<file path="config.mk">
export PLATFORM = sky130hd
export DESIGN_NAME = mem_load_unit_flat
export DESIGN_NICKNAME = d
export VERILOG_FILES = /design/src/rtl/mem_load_unit_if.sv /design/src/rtl/mem_load_unit.sv /design/src/flat_wrapper.sv
export SDC_FILE = /design/constraint.sdc
export NUM_CORES = 1
export LEC_CHECK = 0
export ABC_AREA = 1
export ABC_CLOCK_PERIOD_IN_PS = 2900
export CAP_MARGIN = 10
export CORE_ASPECT_RATIO = 1.25
export CORE_MARGIN = 2
export CORE_UTILIZATION = 45
export CTS_CLUSTER_DIAMETER = 80
export DETAILED_ROUTE_END_ITERATION = 10
export PLACE_DENSITY = 0.73
export SYNTH_ARGS = -nofsm -noshare
export SYNTH_HDL_FRONTEND = slang
export SYNTH_SLANG_ARGS = --single-unit
</file>
<file path="constraint.sdc">
create_clock -name clk -period 2.9 [get_ports clk]
set_input_delay 0.435 -clock clk [delete_from_list [all_inputs] [get_ports clk]]
set_output_delay 0.435 -clock clk [all_outputs]
set_load 0.03 [all_outputs]
</file>
<file path="src/rtl/mem_load_unit_if.sv">
// Load-unit bus bundle: pipeline request, data-memory read port, result.
// slave = load unit view, master = pipeline/memory/consumer view.
interface mem_load_unit_if #(
    parameter int DATA_W = 32,
    parameter int ADDR_W = 32
);
    logic              req_valid;
    logic              req_ready;
    logic [ADDR_W-1:0] req_addr;
    logic [1:0]        req_size;
    logic              req_signed;

    logic              mem_rd_valid;
    logic              mem_rd_ready;
    logic [ADDR_W-1:0] mem_rd_addr;
    logic              mem_rsp_valid;
    logic [DATA_W-1:0] mem_rsp_data;

    logic              rsp_valid;
    logic              rsp_ready;
    logic [DATA_W-1:0] rsp_data;
    logic              rsp_except;

    modport slave (
        input  req_valid, req_addr, req_size, req_signed,
        input  mem_rd_ready, mem_rsp_valid, mem_rsp_data,
        input  rsp_ready,
        output req_ready, mem_rd_valid, mem_rd_addr,
        output rsp_valid, rsp_data, rsp_except
    );

    modport master (
        output req_valid, req_addr, req_size, req_signed,
        output mem_rd_ready, mem_rsp_valid, mem_rsp_data,
        output rsp_ready,
        input  req_ready, mem_rd_valid, mem_rd_addr,
        input  rsp_valid, rsp_data, rsp_except
    );
endinterface

</file>
<file path="src/rtl/mem_load_unit.sv">
// Load path: word-aligned memory reads, operand extract, zero/sign extend.
// Ports: clk, rst_b (async active-low), bus (mem_load_unit_if.slave):
//   req_*  : load request (addr, size=log2 bytes, signed)
//   mem_*  : word-aligned read request and read data beat
//   rsp_*  : extended result plus alignment/size exception
// Optional MEM_LOAD_SPLIT_EN: word-crossing loads use two reads instead
// of raising a misalignment exception.
module mem_load_unit #(
    parameter int DATA_W = 32,
    parameter int ADDR_W = 32
) (
    input  logic            clk,
    input  logic            rst_b,
    mem_load_unit_if.slave  bus
);
    localparam int BYTES = DATA_W / 8;
    localparam int OFF_W = $clog2(BYTES);
    localparam int SEL_W = $clog2(2 * DATA_W);

    typedef enum logic [2:0] {
        IDLE,
        RD0,
        WAIT0,
        RD1,
        WAIT1,
        RESP
    } state_e;

    state_e            state_q, state_d;
    logic              req_ready_q, req_ready_d;
    logic              mem_rd_valid_q, mem_rd_valid_d;
    logic [ADDR_W-1:0] mem_rd_addr_q, mem_rd_addr_d;
    logic              rsp_valid_q, rsp_valid_d;
    logic [DATA_W-1:0] rsp_data_q, rsp_data_d;
    logic              rsp_except_q, rsp_except_d;
    logic [OFF_W-1:0]  off_q, off_d;
    logic [1:0]        size_q, size_d;
    logic              sgn_q, sgn_d;
    logic [DATA_W-1:0] beat0_q, beat0_d;

    logic accept;
    logic size_bad;
    logic illegal;
    logic split_need;

    assign accept   = bus.req_valid & req_ready_q;
    assign size_bad = (32'd8 << bus.req_size) > 32'(DATA_W);

`ifdef MEM_LOAD_SPLIT_EN
    // Crosses into the next word when the last byte lies beyond it.
    assign split_need = (32'(off_q) + (32'd1 << size_q)) > 32'(BYTES);
    assign illegal    = size_bad;
`else
    logic [OFF_W-1:0] amask;
    assign amask      = OFF_W'((32'd1 << bus.req_size) - 32'd1);
    assign split_need = 1'b0;
    assign illegal    = size_bad
                      | (|(bus.req_addr[OFF_W-1:0] & amask));
`endif

    // Shift the two-beat window down to the operand, then extend.
    function automatic logic [DATA_W-1:0] extract(
        input logic [2*DATA_W-1:0] pair,
        input logic [OFF_W-1:0]    off,
        input logic [1:0]          size,
        input logic                sgn
    );
        logic [2*DATA_W-1:0] sh;
        logic [DATA_W-1:0]   res;
        logic                top;
        int unsigned         nb;
        sh  = pair >> {off, 3'b000};
        nb  = 32'd8 << size;
        top = sgn & sh[SEL_W'(nb - 32'd1)];
        for (int i = 0; i < DATA_W; i++) begin
            res[i] = (32'(i) < nb) ? sh[i] : top;
        end
        return res;
    endfunction

    always_comb begin
        state_d        = state_q;
        mem_rd_valid_d = mem_rd_valid_q;
        mem_rd_addr_d  = mem_rd_addr_q;
        rsp_valid_d    = rsp_valid_q;
        rsp_data_d     = rsp_data_q;
        rsp_except_d   = rsp_except_q;
        off_d          = off_q;
        size_d         = size_q;
        sgn_d          = sgn_q;
        beat0_d        = beat0_q;

        unique case (state_q)
            IDLE: begin
                if (accept) begin
                    off_d  = bus.req_addr[OFF_W-1:0];
                    size_d = bus.req_size;
                    sgn_d  = bus.req_signed;
                    if (illegal) begin
                        state_d      = RESP;
                        rsp_valid_d  = 1'b1;
                        rsp_except_d = 1'b1;
                        rsp_data_d   = '0;
                    end else begin
                        state_d        = RD0;
                        mem_rd_valid_d = 1'b1;
                        mem_rd_addr_d  = {bus.req_addr[ADDR_W-1:OFF_W],
                                          {OFF_W{1'b0}}};
                    end
                end
            end
            RD0, RD1: begin
                if (bus.mem_rd_ready) begin
                    mem_rd_valid_d = 1'b0;
                    state_d = (state_q == RD0) ? WAIT0 : WAIT1;
                end
            end
            WAIT0: begin
                if (bus.mem_rsp_valid) begin
                    beat0_d = bus.mem_rsp_data;
                    if (split_need) begin
                        state_d        = RD1;
                        mem_rd_valid_d = 1'b1;
                        // Wraps naturally at the top of the address space.
                        mem_rd_addr_d  = mem_rd_addr_q + ADDR_W'(BYTES);
                    end else begin
                        state_d      = RESP;
                        rsp_valid_d  = 1'b1;
                        rsp_except_d = 1'b0;
                        rsp_data_d   = extract(
                            {{DATA_W{1'b0}}, bus.mem_rsp_data},
                            off_q, size_q, sgn_q);
                    end
                end
            end
            WAIT1: begin
                if (bus.mem_rsp_valid) begin
                    state_d      = RESP;
                    rsp_valid_d  = 1'b1;
                    rsp_except_d = 1'b0;
                    rsp_data_d   = extract(
                        {bus.mem_rsp_data, beat0_q},
                        off_q, size_q, sgn_q);
                end
            end
            RESP: begin
                if (bus.rsp_ready) begin
                    state_d      = IDLE;
                    rsp_valid_d  = 1'b0;
                    rsp_except_d = 1'b0;
                    rsp_data_d   = '0;
                end
            end
            default: state_d = IDLE;
        endcase

        req_ready_d = (state_d == IDLE);
    end

    always_ff @(posedge clk or negedge rst_b) begin
        if (!rst_b) begin
            state_q        <= IDLE;
            req_ready_q    <= 1'b0;
            mem_rd_valid_q <= 1'b0;
            mem_rd_addr_q  <= '0;
            rsp_valid_q    <= 1'b0;
            rsp_data_q     <= '0;
            rsp_except_q   <= 1'b0;
            off_q          <= '0;
            size_q         <= '0;
            sgn_q          <= 1'b0;
            beat0_q        <= '0;
        end else begin
            state_q        <= state_d;
            req_ready_q    <= req_ready_d;
            mem_rd_valid_q <= mem_rd_valid_d;
            mem_rd_addr_q  <= mem_rd_addr_d;
            rsp_valid_q    <= rsp_valid_d;
            rsp_data_q     <= rsp_data_d;
            rsp_except_q   <= rsp_except_d;
            off_q          <= off_d;
            size_q         <= size_d;
            sgn_q          <= sgn_d;
            beat0_q        <= beat0_d;
        end
    end

    assign bus.req_ready    = req_ready_q;
    assign bus.mem_rd_valid = mem_rd_valid_q;
    assign bus.mem_rd_addr  = mem_rd_addr_q;
    assign bus.rsp_valid    = rsp_valid_q;
    assign bus.rsp_data     = rsp_data_q;
    assign bus.rsp_except   = rsp_except_q;
endmodule
</file>
<file path="src/flat_wrapper.sv">
// flat-port wrapper written by rule: the top's interface ports become plain ports
module mem_load_unit_flat 
#(
    parameter int DATA_W = 32,
    parameter int ADDR_W = 32
)
  (clk, rst_b, bus_req_valid, bus_req_addr, bus_req_size, bus_req_signed, bus_mem_rd_ready, bus_mem_rsp_valid, bus_mem_rsp_data, bus_rsp_ready, bus_req_ready, bus_mem_rd_valid, bus_mem_rd_addr, bus_rsp_valid, bus_rsp_data, bus_rsp_except);
  mem_load_unit_if #(.DATA_W(DATA_W), .ADDR_W(ADDR_W)) bus_i ();
  input  logic clk;
  input  logic rst_b;
  input wire logic [$bits(bus_i.req_valid)-1:0] bus_req_valid;
  input wire logic [$bits(bus_i.req_addr)-1:0] bus_req_addr;
  input wire logic [$bits(bus_i.req_size)-1:0] bus_req_size;
  input wire logic [$bits(bus_i.req_signed)-1:0] bus_req_signed;
  input wire logic [$bits(bus_i.mem_rd_ready)-1:0] bus_mem_rd_ready;
  input wire logic [$bits(bus_i.mem_rsp_valid)-1:0] bus_mem_rsp_valid;
  input wire logic [$bits(bus_i.mem_rsp_data)-1:0] bus_mem_rsp_data;
  input wire logic [$bits(bus_i.rsp_ready)-1:0] bus_rsp_ready;
  output wire logic [$bits(bus_i.req_ready)-1:0] bus_req_ready;
  output wire logic [$bits(bus_i.mem_rd_valid)-1:0] bus_mem_rd_valid;
  output wire logic [$bits(bus_i.mem_rd_addr)-1:0] bus_mem_rd_addr;
  output wire logic [$bits(bus_i.rsp_valid)-1:0] bus_rsp_valid;
  output wire logic [$bits(bus_i.rsp_data)-1:0] bus_rsp_data;
  output wire logic [$bits(bus_i.rsp_except)-1:0] bus_rsp_except;
  assign bus_i.req_valid = bus_req_valid;
  assign bus_i.req_addr = bus_req_addr;
  assign bus_i.req_size = bus_req_size;
  assign bus_i.req_signed = bus_req_signed;
  assign bus_i.mem_rd_ready = bus_mem_rd_ready;
  assign bus_i.mem_rsp_valid = bus_mem_rsp_valid;
  assign bus_i.mem_rsp_data = bus_mem_rsp_data;
  assign bus_i.rsp_ready = bus_rsp_ready;
  assign bus_req_ready = bus_i.req_ready;
  assign bus_mem_rd_valid = bus_i.mem_rd_valid;
  assign bus_mem_rd_addr = bus_i.mem_rd_addr;
  assign bus_rsp_valid = bus_i.rsp_valid;
  assign bus_rsp_data = bus_i.rsp_data;
  assign bus_rsp_except = bus_i.rsp_except;
  mem_load_unit #(.DATA_W(DATA_W), .ADDR_W(ADDR_W)) u_core (.clk(clk), .rst_b(rst_b), .bus(bus_i));
endmodule
</file>
=== Word level (Yosys, flattened, before mapping) ===
Index checks and enable logic that the tools add are counted.

* Input bits: 73
* Output and inout port bits: 68
* Word-level logic and storage cells: 177
* Flip-flop bits (word level): 106

* Equal/unequal tests: 13
* Mux-type cells: 92
* Magnitude comparators: 34
* Add/subtract/negate cells: 2
* Bitwise operators: 6
* Shift-type cells: 5
* Reductions and logical operators: 14

{| class="wikitable"
|+ Operators with widths
! kind !! number
|-
| less-than comparator 5 x 32 -> 1 bit, first input constant || 16
|-
| less-than comparator 4 x 32 -> 1 bit, first input constant || 8
|-
| two-way mux 32 bit || 5
|-
| less-than comparator 3 x 32 -> 1 bit, first input constant || 4
|-
| one-hot mux 32 bit (4 select lines) || 1
|-
| two-way mux 1 bit || 74
|-
| less-than comparator 1 x 32 -> 1 bit, first input constant || 2
|-
| less-than comparator 2 x 32 -> 1 bit, first input constant || 2
|-
| left shift 4 x 2 -> 32 bit, first input constant || 2
|-
| >> shifter 32 x 5 -> 64 bit || 1
|-
| >> shifter 64 x 5 -> 64 bit || 1
|-
| greater-than comparator 32 x 6 -> 1 bit, second input constant || 1
|-
| two-way mux 3 bit || 6
|-
| binary-select mux 1 bit (select 6 bit) || 2
|-
| one-hot mux 3 bit (4 select lines) || 1
|-
| != test 2 bit, second input constant || 5
|-
| less-than comparator 6 x 7 -> 1 bit, second input constant || 1
|-
| == test 3 x 2 -> 1 bit, second input constant || 2
|-
| == test 3 bit, second input constant || 2
|-
| zero test 3 bit || 2
|-
| != test 2 x 1 -> 1 bit, second input constant || 3
|-
| one-hot mux 1 bit (3 select lines) || 2
|-
| AND reduction 6 bit || 1
|-
| OR reduction 2 bit || 3
|-
| 16 further kinds || 19
|}

=== Logic depth before layout (Yosys ltp) ===
* Depth after elaboration: 9
* Depth in mapped cells: 13
* Depth with buffers taken out: 12

=== Worst setup path after synthesis ===
No wires, ideal clock.

* Path type: reg-to-reg
* Start: register u_core.size_q[1]
* End: register u_core.rsp_data_q[29], in the netlist u_core.bus.rsp_data[29]
* Data required time: 2.783 ns
* Period minus slack after synthesis: 2.169 ns
* Buffers on the path: 2
* Path slack: 0.731 ns
* Cell stages (with the launch flop): 14
* Library setup time: 0.117 ns
* Data arrival time: 2.052 ns
* Cells stage by stage: dfrtp_1 -> nor2_4 -> inv_2 -> clkbuf_1 -> ha_1 -> inv_1 -> nand3_1 -> nand3_1 -> nand3_2 -> buf_4 -> nand2_1 -> nand2_1 -> nand2_1 -> nand2_1

* Word-level cells in the longest chain between the ends: 8
* Elaborated cells on any way between the ends: 14
* Classes of those cells: add/sub: 1; order compare: 1; shift: 1; mux: 9; bitwise: 2

{| class="wikitable"
|+ Ends and longest elaborated chain
! element !! RTL line !! text
|-
| start, declared || mem_load_unit.sv:37 || <nowiki>logic [1:0] size_q, size_d;</nowiki>
|-
| start signal, assigned || mem_load_unit.sv:182 || <nowiki>size_q <= size_d;</nowiki>
|-
| left shift 4 x 2 -> 32 bit * || mem_load_unit.sv:73 || <nowiki>nb = 32'd8 << size;</nowiki>
|-
| subtractor 6 x 1 -> 6 bit || mem_load_unit.sv:74 || <nowiki>top = sgn & sh[SEL_W'(nb - 32'd1)];</nowiki>
|-
| binary-select mux 1 bit (select 6 bit) || mem_load_unit.sv:74 ||
|-
| two-way mux 1 bit (not written as such) || mem_load_unit.sv:74 ||
|-
| AND 1 bit || mem_load_unit.sv:74 ||
|-
| two-way mux 1 bit || mem_load_unit.sv:76 || <nowiki>res[i] = (32'(i) < nb) ? sh[i] : top;</nowiki>
|-
| two-way mux 32 bit, on equally long branches || mem_load_unit.sv:137, mem_load_unit.sv:119 ||
|-
| one-hot mux 32 bit (4 select lines) * || mem_load_unit.sv:93 || <nowiki>unique case (state_q)</nowiki>
|-
| end signal, assigned || mem_load_unit.sv:179 || <nowiki>rsp_data_q <= rsp_data_d;</nowiki>
|-
| end, declared || mem_load_unit.sv:34 || <nowiki>logic [DATA_W-1:0] rsp_data_q, rsp_data_d;</nowiki>
|}

Mark *: on every way between the ends. The rest lies on a longest branch, timed or not. The select of a mux whose other input is x is not followed.
A chain may end at the register's enable or synchronous reset.

=== Final worst setup path ===
* Start: register u_core.size_q[1]
* End: register u_core.rsp_data_q[26], in the netlist u_core.bus.rsp_data[26]

The elaborated chain is that of the path after synthesis.

==> summary.md <==
| Metric | Value |
|---|---|
| Initial Util | `between 40% and 50%` |
| Pre-antenna DRT Iters | `5` |
| Syn-to-layout area delta | `28.78%` |
| Chip Height | `133.6 µm` |
| Share of layout cells above drive strength 1 | `a little under a tenth` |
| Fin Hold WS | `between 0.04 and 0.05 ns` |
| Hold Path Class | `in -> async` |
| Fin crit period | `roughly 2.3 ns` |
| Vias after detailed routing | `5,811` |
| HPWL Detailed | `around 12,000 µm` |
| CTS Buf Count | `9` |
| Synth warn | `0` |
| Worst vdd ir | `approximately 0.72 mV` |
| CTS Sinks | `between 100 and 150` |
| Total track usage | `roughly 25%` |
| Top post-synthesis cells by area | `dfrtp_1 (44%), nand2_1 (16%), o21ai_0 (7.5%), mux2_2 (6.9%), nand3_1 (6.3%)` |
| Die Area | `roughly 0.014 mm²` |
| FFs w/ async S/R, synth | `100.0%` |
| # setup viols final | `0` |
| Cell Pwr Density | `1214 mW/mm²` |
| CP delay by family, top | `simple AND/OR/NAND/NOR gates` |
| Area taken by multi-input logic gates | `around 0.0029 mm²` |
| Iter 0 DRT Violations | `390` |
| Register clock-pin slew on the reported worst setup and hold paths | `0.07 ns` |
| Clock root cell | `clkbuf_16` |
| Critical path data required time | `around 3.2 ns` |
| Clk Latency, worst-skew pair | `0.36 ns` |
| Post-CTS Setup Repair Bufs | `0` |
| Ant diodes | `0` |
| Post-CTS sizing | `0` |
| Critical Path AT | `~2.5 ns` |
| Reg area | `between 0.002 and 0.003 mm²` |
| Critical path startpoint | `u_core.size_q[1]` |
| Slew @ Worst Pin | `about 0.75 ns` |
| WL per Instance | `around 16 µm` |
| Final #Nets | `between 900 and 1,000` |
| RD Place Congestion | `just under 0.9` |
| F_max | `about 440 MHz` |
| Final hold viol count | `0` |
| Crit end category | `flop` |
| Hold buffers post-CTS | `0` |
| Post-synth EDFFs | `0` |
| Core area | `approximately 0.013 mm²` |
| Fin crit share | `between 70 and 80%` |
| Max_slew headroom | `about half` |
| DR vias/cell | `around 5.4` |
| WL final | `between 15,000 and 20,000 µm` |
| Max FO, Critical Path | `15` |
| Fin Setup TNS | `0 ns` |
| Average cell area after synthesis | `7.608 µm²` |
| Yosys top cell area share | `between 40% and 50%` |
| Slowest-stage cell, CP | `dfrtp_1` |
| CTS Buffer Depth | `2` |
| Initial antenna violation count | `0` |
| Boundary pin count | `approximately 140` |
| Critical path class | `reg -> reg` |
| Buf/Inv on CP | `2` |
| Clock Skew | `between 0.008 and 0.009 ns` |
| LEAKAGE | `about 0.0036 µW` |
| Critical Path Source Type | `flop` |
| Fillcell total | `1,237` |
| Die width | `around 110 µm` |
| RR Startpoint | `u_core.size_q[1]` |
| RSZ-0062 raised after global routing | `false` |
| FP Rows | `47` |
| Cell variety after synth | `34` |
| Crit path top cell by count | `nand2_1` |
| Top cells by count, synth | `nand2_1 (252), dfrtp_1 (106), o21ai_0 (91)` |
| Gr ovfl total | `0` |
| Max-slew violations | `0` |
| Predominant post-synthesis flop cell | `dfrtp_1` |
| Antenna-violating nets left | `0` |
| CTS H-tree depth | `3` |
| Register area share after synthesis | `43.86%` |
| Max cap viols | `0` |
| Status | `complete, no violations` |
| Largest net degree at the start of global routing | `56` |
| First-pass GRT wire length | `around 28,000 µm` |
| Vias in the first global route | `5,738` |
| Port Buffer Count | `138` |
| Synth area leader | `dfrtp_1` |
| Crit-path max cell delay | `approximately 0.44 ns` |
| Synth Instances | `just under 800` |
| CTS tree | `yes` |
| Post-synthesis cell area | `0.006048 mm²` |
| Most common cell in the netlist | `nand2_1` |
| Yosys reg bits | `between 100 and 150` |
| Cell chain of the critical path | `inv_1 -> nand2_1 -> ha_1 -> inv_1 -> nand3_1 -> nand3_1 -> nand3_2 -> nand2_1 -> nand2_1 -> nand2_1 -> nand2_1` |
| DRC viols | `0` |
## registers in the layout (all words and copies together), names as in the netlist
signal,flops
u_core.bus.rsp_except,1
u_core.size_q,2
u_core.bus.mem_rd_addr,30
u_core.bus.req_ready,1
u_core.off_q,2
u_core.bus.rsp_data,32
u_core.sgn_q,1
u_core.beat0_q,32
u_core.state_q,3
u_core.bus.rsp_valid,1
u_core.bus.mem_rd_valid,1
## worst reg2reg max path: stages (launching register included)
cell and delay (ns):
dfrtp_1 0.44, inv_1 0.17, nand2_1 0.07, ha_1 0.32
inv_1 0.09, nand3_1 0.14, nand3_1 0.19, nand3_2 0.33
nand2_1 0.16, nand2_1 0.11, nand2_1 0.08, nand2_1 0.06
## layer usage
layer	vias to the layer above	global-route usage [%]	share of wire [%]
met2	232	41.86	51
met5	-	0	0
met1	2692	29.19	39
met4	0	11.82	3.7
met3	47	5.724	6.7
li1	2840	-	-
## placed cells by master (no fill, tap or decap), drive strengths merged
| master | netlist | routed |
|---|---|---|
| conb | 1 | 2 |
| nor3 | 1 | 1 |
| nand3 | 78 | 78 |
| mux2 | 39 | 39 |
| clkdlybuf4s50 | 0 | 137 |
| nand2 | 254 | 254 |
| o21a | 1 | 1 |
| a31o | 1 | 1 |
| inv | 55 | 55 |
| ha | 1 | 1 |
| o22ai | 1 | 1 |
| or2 | 1 | 1 |
| dfrtp | 106 | 106 |
| clkinv | 0 | 1 |
| o21ai | 92 | 92 |
| mux2i | 3 | 3 |
| clkbuf | 24 | 13 |
| nand4 | 2 | 2 |
| clkinvlp | 0 | 2 |
| buf | 28 | 16 |
| a31oi | 8 | 8 |
| a21oi | 40 | 40 |
| nor2 | 40 | 40 |
| o211ai | 18 | 18 |
| o21bai | 1 | 1 |
## metrics by stage
| stage | instances | util (%) | power (µW) | worst slack (ns) | cell area, µm² |
|---|---|---|---|---|---|
| after floorplan | 796 | - | 6528 | 0.7312 | 6052 |
| after global placement | 1068 | 56.97 | 8158 | 0.5291 | 7505 |
| after detailed placement | 1068 | 56.97 | 8241 | 0.4797 | 7505 |
| after CTS | 1084 | 59.13 | 9454 | 0.6718 | 7789 |
| after global routing | 1084 | 59.13 | 10210 | 0.4040 | 7789 |
| final | 1084 | 59.13 | 9455 | 0.6404 | 7789 |
## final timing paths
check / cells past startpoint / slack [ns] / to
min reg2reg: 2 / 0.48 / u_core.bus.rsp_data[10]
min: 1 / 0.05 / u_core.bus.mem_rd_addr[21]
max in group asynchronous: 2 / 2.17 / u_core.off_q[0]
max reg2reg: 11 / 0.64 / u_core.bus.rsp_data[26]
max: 11 / 0.64 / u_core.bus.rsp_data[26]
min in group clk: 2 / 0.48 / u_core.bus.rsp_data[10]
## cell families (layout without fill, tap and decap cells)
group / count (synthesis) / in the layout / synth area share, %
adders and majority gates: 1 / 1 / 0.2068
AOI/OAI and AO/OA: 162 / 162 / 14.48
DFF: 106 / 106 / 43.86
buffers and inverters: 107 / 224 / 7.882
other: 1 / 2 / 0.06200
muxes: 42 / 42 / 7.758
and+or+nand+nor: 376 / 376 / 25.76
## where the power goes
group / internal (µW) / switching [µW] / leakage, µW
combinational: 2060 / 3610 / 0.00215
sequential: 2160 / 430 / 0.00131
clock: 633 / 564 / 0.000132
total: 4850 / 4600 / 0.00359
## cell type report
cell class	instances	area share (%)
flip-flops and latches	106	34.09
multi-input cells	583	37.53
well taps	171	2.747
inverters	55	2.683
repair buffers	153	19.31
clock buffers	13	3.341
clock inverters	3	0.3052
Power figures use the tool's default switching activity.
